### config.mk
export PLATFORM = sky130hd
export DESIGN_NAME = vx_mem_cacheline_loader
export DESIGN_NICKNAME = d
export VERILOG_FILES = /design/src/rtl/vx_mem_cacheline_loader_pkg.sv /design/src/rtl/vx_mem_cacheline_loader_ptr.sv /design/src/rtl/vx_mem_cacheline_loader.sv
export SDC_FILE = /design/constraint.sdc
export NUM_CORES = 1
export LEC_CHECK = 0
export ABC_AREA = 1
export CAP_MARGIN = 20
export CORE_MARGIN = 3
export CORE_UTILIZATION = 48
export DETAILED_ROUTE_END_ITERATION = 10
export GPL_TIMING_DRIVEN = 0
export PLACE_DENSITY_LB_ADDON = 0.15
export REMOVE_ABC_BUFFERS = 1
export SLEW_MARGIN = 20
export SYNTH_ARGS = -nofsm -noshare
export SYNTH_HDL_FRONTEND = slang
export SYNTH_SLANG_ARGS = --single-unit
export TNS_END_PERCENT = 30
### constraint.sdc
create_clock -name clk -period 9.1 [get_ports clk]
set_clock_uncertainty 0.2 [all_clocks]
set_input_delay 2.73 -clock clk [delete_from_list [all_inputs] [get_ports clk]]
set_output_delay 2.73 -clock clk [all_outputs]
set_load 0.02 [all_outputs]
### src/rtl/vx_mem_cacheline_loader_pkg.sv
// Shared types and defaults for the cacheline loader: line type encoding,
// FSM state encoding and the default memory map.
package vx_mem_cacheline_loader_pkg;

    typedef enum logic [1:0] {
        CL_INSTR = 2'd0,
        CL_DATA  = 2'd1,
        CL_RSVD2 = 2'd2,
        CL_RSVD3 = 2'd3
    } cacheline_type_t;

    typedef enum logic {
        ST_IDLE  = 1'b0,
        ST_WRITE = 1'b1
    } loader_state_t;

    localparam int          WORD_W           = 32;
    localparam int          DEF_LINE_WORDS   = 4;
    localparam logic [31:0] DEF_INSTR_BASE   = 32'h8000_0000;
    localparam logic [31:0] DEF_DATA_BASE    = 32'h9000_0000;
    localparam logic [31:0] DEF_REGION_BYTES = 32'h0001_0000;

    function automatic logic type_is_valid(input logic [1:0] t);
        return (t == CL_INSTR) || (t == CL_DATA);
    endfunction

endpackage

### src/rtl/vx_mem_cacheline_loader_ptr.sv
// Per-type write pointer: starts at its region base, steps one line per
// completed cacheline and wraps back to the base at the end of the region.
module vx_line_addr_ptr #(
    parameter int                ADDR_W       = 32,
    parameter logic [ADDR_W-1:0] BASE         = '0,
    parameter logic [ADDR_W-1:0] STEP         = ADDR_W'(16),
    parameter logic [ADDR_W-1:0] REGION_BYTES = ADDR_W'(32'h0001_0000)
) (
    input  logic              clk,
    input  logic              reset,
    input  logic              advance,
    output logic [ADDR_W-1:0] ptr
);

    logic [ADDR_W-1:0] next_ptr;

    // NOTE: every variable assigned in always_comb gets a default first so no latch is inferred.
    always_comb begin
        next_ptr = ptr + STEP;
        if (next_ptr - BASE == REGION_BYTES) begin
            next_ptr = BASE;
        end
    end

    // NOTE: sequential state uses non-blocking assignments only.
    always_ff @(posedge clk or posedge reset) begin
        if (reset) begin
            ptr <= BASE;
        end else if (advance) begin
            ptr <= next_ptr;
        end
    end

endmodule

### src/rtl/vx_mem_cacheline_loader.sv
// Cacheline load slave: accepts typed lines and serializes them into 32-bit
// writes on the backing-memory port, one address pointer per line type.
module vx_mem_cacheline_loader
    import vx_mem_cacheline_loader_pkg::*;
#(
    parameter int                LINE_WORDS   = DEF_LINE_WORDS,
    parameter int                ADDR_W       = 32,
    parameter logic [ADDR_W-1:0] INSTR_BASE   = DEF_INSTR_BASE,
    parameter logic [ADDR_W-1:0] DATA_BASE    = DEF_DATA_BASE,
    parameter logic [ADDR_W-1:0] REGION_BYTES = DEF_REGION_BYTES
) (
    input  logic                       clk,
    input  logic                       reset,
    input  logic                       load_valid,
    output logic                       load_ready,
    input  logic [1:0]                 cacheline_type,
    input  logic [LINE_WORDS*32-1:0]   cacheline,
    output logic                       mem_wr_en,
    input  logic                       mem_wr_ready,
    output logic [ADDR_W-1:0]          mem_wr_addr,
    output logic [31:0]                mem_wr_data,
    output logic                       busy,
    output logic [15:0]                lines_loaded,
    output logic [7:0]                 bad_type_cnt
);

    localparam int                IDX_W     = (LINE_WORDS > 1) ? $clog2(LINE_WORDS) : 1;
    localparam logic [ADDR_W-1:0] LINE_STEP = ADDR_W'(LINE_WORDS * 4);
    localparam logic [IDX_W-1:0]  LAST_IDX  = IDX_W'(LINE_WORDS - 1);

    loader_state_t                      state, state_next;
    logic [LINE_WORDS-1:0][WORD_W-1:0]  line_q;
    cacheline_type_t                    type_q;
    logic [ADDR_W-1:0]                  line_base;
    logic [IDX_W-1:0]                   word_idx;
    logic [ADDR_W-1:0]                  instr_ptr, data_ptr;

    logic handshake, good_hs, bad_hs, word_accept, last_accept;

    assign handshake   = load_valid && load_ready;
    assign good_hs     = handshake && type_is_valid(cacheline_type);
    assign bad_hs      = handshake && !type_is_valid(cacheline_type);
    assign word_accept = (state == ST_WRITE) && mem_wr_ready;
    assign last_accept = word_accept && (word_idx == LAST_IDX);

    vx_line_addr_ptr #(
        .ADDR_W(ADDR_W), .BASE(INSTR_BASE), .STEP(LINE_STEP), .REGION_BYTES(REGION_BYTES)
    ) u_instr_ptr (
        .clk(clk), .reset(reset),
        .advance(last_accept && (type_q == CL_INSTR)),
        .ptr(instr_ptr)
    );

    vx_line_addr_ptr #(
        .ADDR_W(ADDR_W), .BASE(DATA_BASE), .STEP(LINE_STEP), .REGION_BYTES(REGION_BYTES)
    ) u_data_ptr (
        .clk(clk), .reset(reset),
        .advance(last_accept && (type_q == CL_DATA)),
        .ptr(data_ptr)
    );

    always_ff @(posedge clk or posedge reset) begin
        if (reset) begin
            state <= ST_IDLE;
        end else begin
            state <= state_next;
        end
    end

    always_comb begin
        state_next = state;
        case (state)
            ST_IDLE:  if (good_hs)     state_next = ST_WRITE;
            ST_WRITE: if (last_accept) state_next = ST_IDLE;
            default:                   state_next = ST_IDLE;
        endcase
    end

    always_comb begin
        mem_wr_en   = 1'b0;
        mem_wr_addr = '0;
        mem_wr_data = '0;
        busy        = 1'b0;
        if (state == ST_WRITE) begin
            mem_wr_en   = 1'b1;
            busy        = 1'b1;
            mem_wr_addr = line_base + ADDR_W'({word_idx, 2'b00});
            mem_wr_data = line_q[word_idx];
        end
    end

    // NOTE: the line buffer is a handful of flops, so it is cleared on reset with the rest of the state.
    always_ff @(posedge clk or posedge reset) begin
        if (reset) begin
            load_ready   <= 1'b0;
            line_q       <= '0;
            type_q       <= CL_INSTR;
            line_base    <= '0;
            word_idx     <= '0;
            lines_loaded <= '0;
            bad_type_cnt <= '0;
        end else begin
            // Ready is registered: it drops the cycle a line is taken and
            // returns the cycle after its last word is accepted.
            load_ready <= (state_next == ST_IDLE);
            if (good_hs) begin
                line_q    <= cacheline;
                type_q    <= cacheline_type_t'(cacheline_type);
                line_base <= (cacheline_type == CL_INSTR) ? instr_ptr : data_ptr;
                word_idx  <= '0;
            end else if (word_accept) begin
                word_idx <= word_idx + 1'b1;
            end
            if (last_accept) begin
                lines_loaded <= lines_loaded + 16'd1;
            end
            if (bad_hs && (bad_type_cnt != 8'hFF)) begin
                bad_type_cnt <= bad_type_cnt + 8'd1;
            end
        end
    end

endmodule

Yosys cells after proc, flatten, opt, wreduce, memory -nomap -nowiden
Cells that the tools add are included.
- input bits: 134
- output and inout bits: 91
- word-level logic and storage cells: 56
- register bits after elaboration: 254
- add/subtract/negate cells: 8
- reduce and logical (&&, ||, !) cells: 13
- order comparisons: 1
- multiplexer cells: 13
- eq/ne operators: 6
- bitwise logic cells: 2
- operators with widths (kind ; count):
    two-way mux 32 bit ; 6
    adder 32 x 5 -> 32 bit (second input constant) ; 2
    binary-select mux 32 bit (select 2 bit) ; 1
    equality test 32 x 17 -> 1 bit (second input constant) ; 2
    subtractor 32 bit (second input constant) ; 2
    adder 32 x 4 -> 32 bit ; 1
    adder 16 x 1 -> 16 bit (second input constant) ; 1
    adder 8 x 1 -> 8 bit (second input constant) ; 1
    logical AND 1 bit ; 8
    != test 8 bit (second input constant) ; 1
    equality test 2 x 1 -> 1 bit (second input constant) ; 2
    zero test 2 bit ; 2
    two-way mux 2 bit ; 2
    < comparator 2 x 3 -> 1 bit (second input constant) ; 1
    two-way mux 1 bit ; 3
    adder 2 x 1 -> 2 bit (second input constant) ; 1
    equality test 2 bit (second input constant) ; 1
    inverter 1 bit ; 2
    case mux 1 bit (2 select lines) ; 1
    nonzero test 2 bit ; 1
    zero test 1 bit ; 1
    logical OR 1 bit ; 1

Depth between registers and ports, before layout
- depth in word-level cells: 6
- mapped depth: 15
- mapped depth without buffers: 15

By module
Synthesis repeated with hierarchy kept, for this count alone.
- cell total of the unflattened synthesis: 1913
- area, all modules: 13724.4 µm²
- by module, submodules not included (module ; cells an instance ; times used ; seq. area each (µm²) ; area an instance (µm²)):
    vx_mem_cacheline_loader ; 1274 ; 1 ; 4754.6 ; 9681.8
    vx_line_addr_ptr (u_data_ptr) ; 321 ; 1 ; 703.2 ; 2023.2
    vx_line_addr_ptr (u_instr_ptr) ; 318 ; 1 ; 701.9 ; 2019.4

Worst setup path after synthesis
OpenSTA, ideal clock, no wires.
- path type: reg2out
- from: reg word_idx[0]
- to: out mem_wr_data[10]
- data required time: 6.170 ns
- arrival: 1.577 ns
- buffers on the path: 3
- path slack: 4.593 ns
- cell stages (with the launch flop): 6
- cell sequence: dfrtp_1 -> clkbuf_1 -> clkbuf_1 -> buf_1 -> o211ai_1 -> a21oi_1
- word-level cells in the longest chain between the ends: 3
- RTL lines (what ; line ; source):
    start: declaration ; vx_mem_cacheline_loader.sv:35 ; logic [IDX_W-1:0] word_idx;
    start signal: assignment ; vx_mem_cacheline_loader.sv:112 ; word_idx <= word_idx + 1'b1;
    binary-select mux 32 bit (select 2 bit) ; vx_mem_cacheline_loader.sv:88 ; mem_wr_data = line_q[word_idx];
    two-way mux 32 bit (implied by the code) ; vx_mem_cacheline_loader.sv:88 ;
    two-way mux 32 bit ; vx_mem_cacheline_loader.sv:84 ; if (state == ST_WRITE) begin
    end: declaration ; vx_mem_cacheline_loader.sv:21 ; output logic [31:0] mem_wr_data,
No other way between the ends. The select of a mux whose other input is x is not followed.

Worst setup path after layout
- from: reg word_idx[0]
- to: out mem_wr_data[22]
Same word-level chain as after synthesis.

==> results.ini <==
[worst_setup_path]
cp.arrival_ns=3.12
worstPathRequired_ns=6.17
crit_top_cell=a21oi_1
cpPeakStageDelay_ns=0.67
crit_chain=buf_16 -> clkinv_2 -> buf_12 -> a21oi_1 -> o21ai_0 -> a21oi_1 -> clkdlybuf4s50_1
worstSetupEndpointType=output pin
critPathMaxFanout=57
crit_family=buffers and inverters
critical_path_class=flip-flop to output pin
critical-path-slowest-cell=clkdlybuf4s50_1
cp_num_buf_inv=4
start_kind=flip-flop

[hold_path]
hp-class=flip-flop to flip-flop

[sta]
setup_tns_ns=0
relSlewSlack=0.308
final-max-slew-violation-count=0
min_period_over_period=0.664
rsz0062_at_grt=no
worst_slew_pin_slew_ns=1.04
setup-violations-final=0
max_freq_mhz=165
final-hold-violation-count=0
layout_min_cycle_time_ns=6.05

[global_routing]
grt_max_degree=104
first_global_vias=11100
grt_util_all_layers=0.237
antenna_found_initial=3
grt_pass1_wl_um=56100
grt_overflow=0

[finish]
n_antenna_cell=0
stdcell_count=2292
n_fill_cell=2272
nets=2080
layout-drive-gt1-share=0.0545
utilization=0.636
multi_input_area_mm2=0.00558
register_area_mm2=0.00607
area_delta_synth_final_pct=28.7

[synth]
ys_warn_count=0
syn_area_mm2=0.0126
synth_cells=1746
ys_ff_latch=242
avgSynthCellArea_um2=7.24
synth-seq-area-share=0.480
ys_types=37

[clock_network]
postCtsResizedCells=0
clock-sinks=242
htree_num_levels=1
holdBufCountCts=0
cts.path.max_buffers=3
numCtsBuffers=28
post_cts_buffers=0
cts_root_buf=clkbuf_16
clk_latency_ns=0.54
clk_pin_slew_ns=0.06
cts_tree=built

[detailed_routing]
drtIter0Drc=793
via_per_inst=5.11
remaining_drc_errors=0
drtPass1Iterations=7
routed_wl_um=34100
ant_nets=0
wl_per_cell_um=14.9
vias=11700

[die]
core_mm2=0.0255
rows=58
start_util=0.495
dieArea_mm2=0.0283
die_h_um=168
io_pins=225
die_w_um=168

[power]
vdd_drop_max_uv=217
p_leak_nw=7.74
p_total_mw=5.16
pwr_density_cell_mw_per_mm2=317

[run_status]
status=complete, no violations

[placed_design]
placed_cells=2240
dp_hpwl_um=23800
finalWeightedCongestion=0.899
io_buffers=222

[flow_run]
drv_cap=0

==> synth_stat cells (all sizes together) <==
cell	instances	area, um2
o211ai	31	233
nor2	171	728
and3	1	6.26
nand4	18	113
xnor2	12	105
or2	1	6.26
inv	182	683
conb	1	3.75
xor2	13	114
a21oi	81	405
buf	13	68.8
ha	6	75.1
nor3	8	50.1
nand3b	1	7.51
nor3b	1	7.51
a211oi	1	7.51
nand3	51	288
mux2i	1	10.0
clkinv	1	3.75
dfstp	3	78.8
and2	1	6.26
o21ai	176	881
dfrtp	239	5980
nand2	665	2520
clkbuf	68	255
==> power breakdown <==
| group | leakage (nW) | total [mW] | internal (mW) | switching, mW |
|---|---|---|---|---|
| clock | 0.477 | 1.16 | 0.717 | 0.442 |
| combinational | 4.24 | 2.09 | 0.859 | 1.23 |
| sequential | 3.02 | 1.91 | 1.54 | 0.367 |
| total | 7.74 | 5.16 | 3.12 | 2.04 |
==> flip-flops by register name, summed over array words and instances, names as in the netlist <==
name / count
line_q: 128
u_data_ptr.ptr: 28
line_base: 28
load_ready: 1
type_q: 2
state: 1
u_instr_ptr.ptr: 28
lines_loaded: 16
bad_type_cnt: 8
word_idx: 2
==> logic make-up after synthesis <==
| family | after synthesis | share of synthesized area |
|---|---|---|
| XOR/XNOR | 25 | 0.0173 |
| other | 1 | 0.000297 |
| multiplexers | 1 | 0.000792 |
| adder cells (fa/ha/maj) | 6 | 0.00594 |
| buffers and inverters | 264 | 0.0800 |
| flip-flops | 242 | 0.480 |
| AND/OR/NAND/NOR | 918 | 0.295 |
| AO/OA/AOI/OAI | 289 | 0.121 |
==> per-stage QoR <==
step / setup slack, ns / hold WS [ns] / instance area (um2)
after floorplan: -7.38 / 0.237 / 12300
after global placement: -17.21 / 0.248 / 14900
after detailed placement: 3.18 / 0.253 / 15300
after CTS: 3.02 / 0.268 / 16300
after global routing: 2.88 / 0.282 / 16300
final: 3.05 / 0.265 / 16300
==> layout by cell type, fill, tap and decap left out, types with 9 or more instances in the layout <==
master and instances:
xnor2_1 12, nand2_1 659, buf_4 9, inv_1 178, nor2_1 156, nand3_1 46, xor2_1 13, o21ai_0 168
clkbuf_16 28, clkdlybuf4s50_1 222, a21oi_1 81, o211ai_1 31, nand4_1 18, dfrtp_1 236
==> per-layer routing <==
metal  vias up  GRT usage  part of all wire
li1       5879          -                 -
met4         6     0.0573             0.022
met5         -          0            0.0012
met2       301      0.395              0.46
met1      5451      0.331              0.46
met3        67     0.0333             0.056
==> area by class of cell <==
| class | instances | share of cell area |
|---|---|---|
| Clock buffer | 44 | 0.0517 |
| Clock inverter | 8 | 0.00777 |
| Inverter | 183 | 0.0431 |
| Multi-Input combinational cell | 1241 | 0.344 |
| Sequential cell | 242 | 0.373 |
| Tap cell | 330 | 0.0254 |
| Timing Repair Buffer | 244 | 0.155 |
==> tightest hold or removal path: cells and delay by family, from the launching register on <==
family	cells	cell delay, ns
flip-flops	1	0.33
AND/OR/NAND/NOR	2	0.10
==> path summary, 6_finish.rpt <==
check | start | end | slack (ns) | cells after the start
setup / recovery | word_idx[0] | mem_wr_data[22] | 3.05 | 7
hold / removal | line_q[62] | line_q[62] | 0.26 | 2
setup reg to reg | load_ready | load_ready | 6.00 | 11
hold reg to reg | line_q[62] | line_q[62] | 0.26 | 2
max in group asynchronous | reset | line_q[87] | 5.06 | 4
min in group asynchronous | reset | line_q[66] | 2.41 | 2
Power figures use the tool's default switching activity.
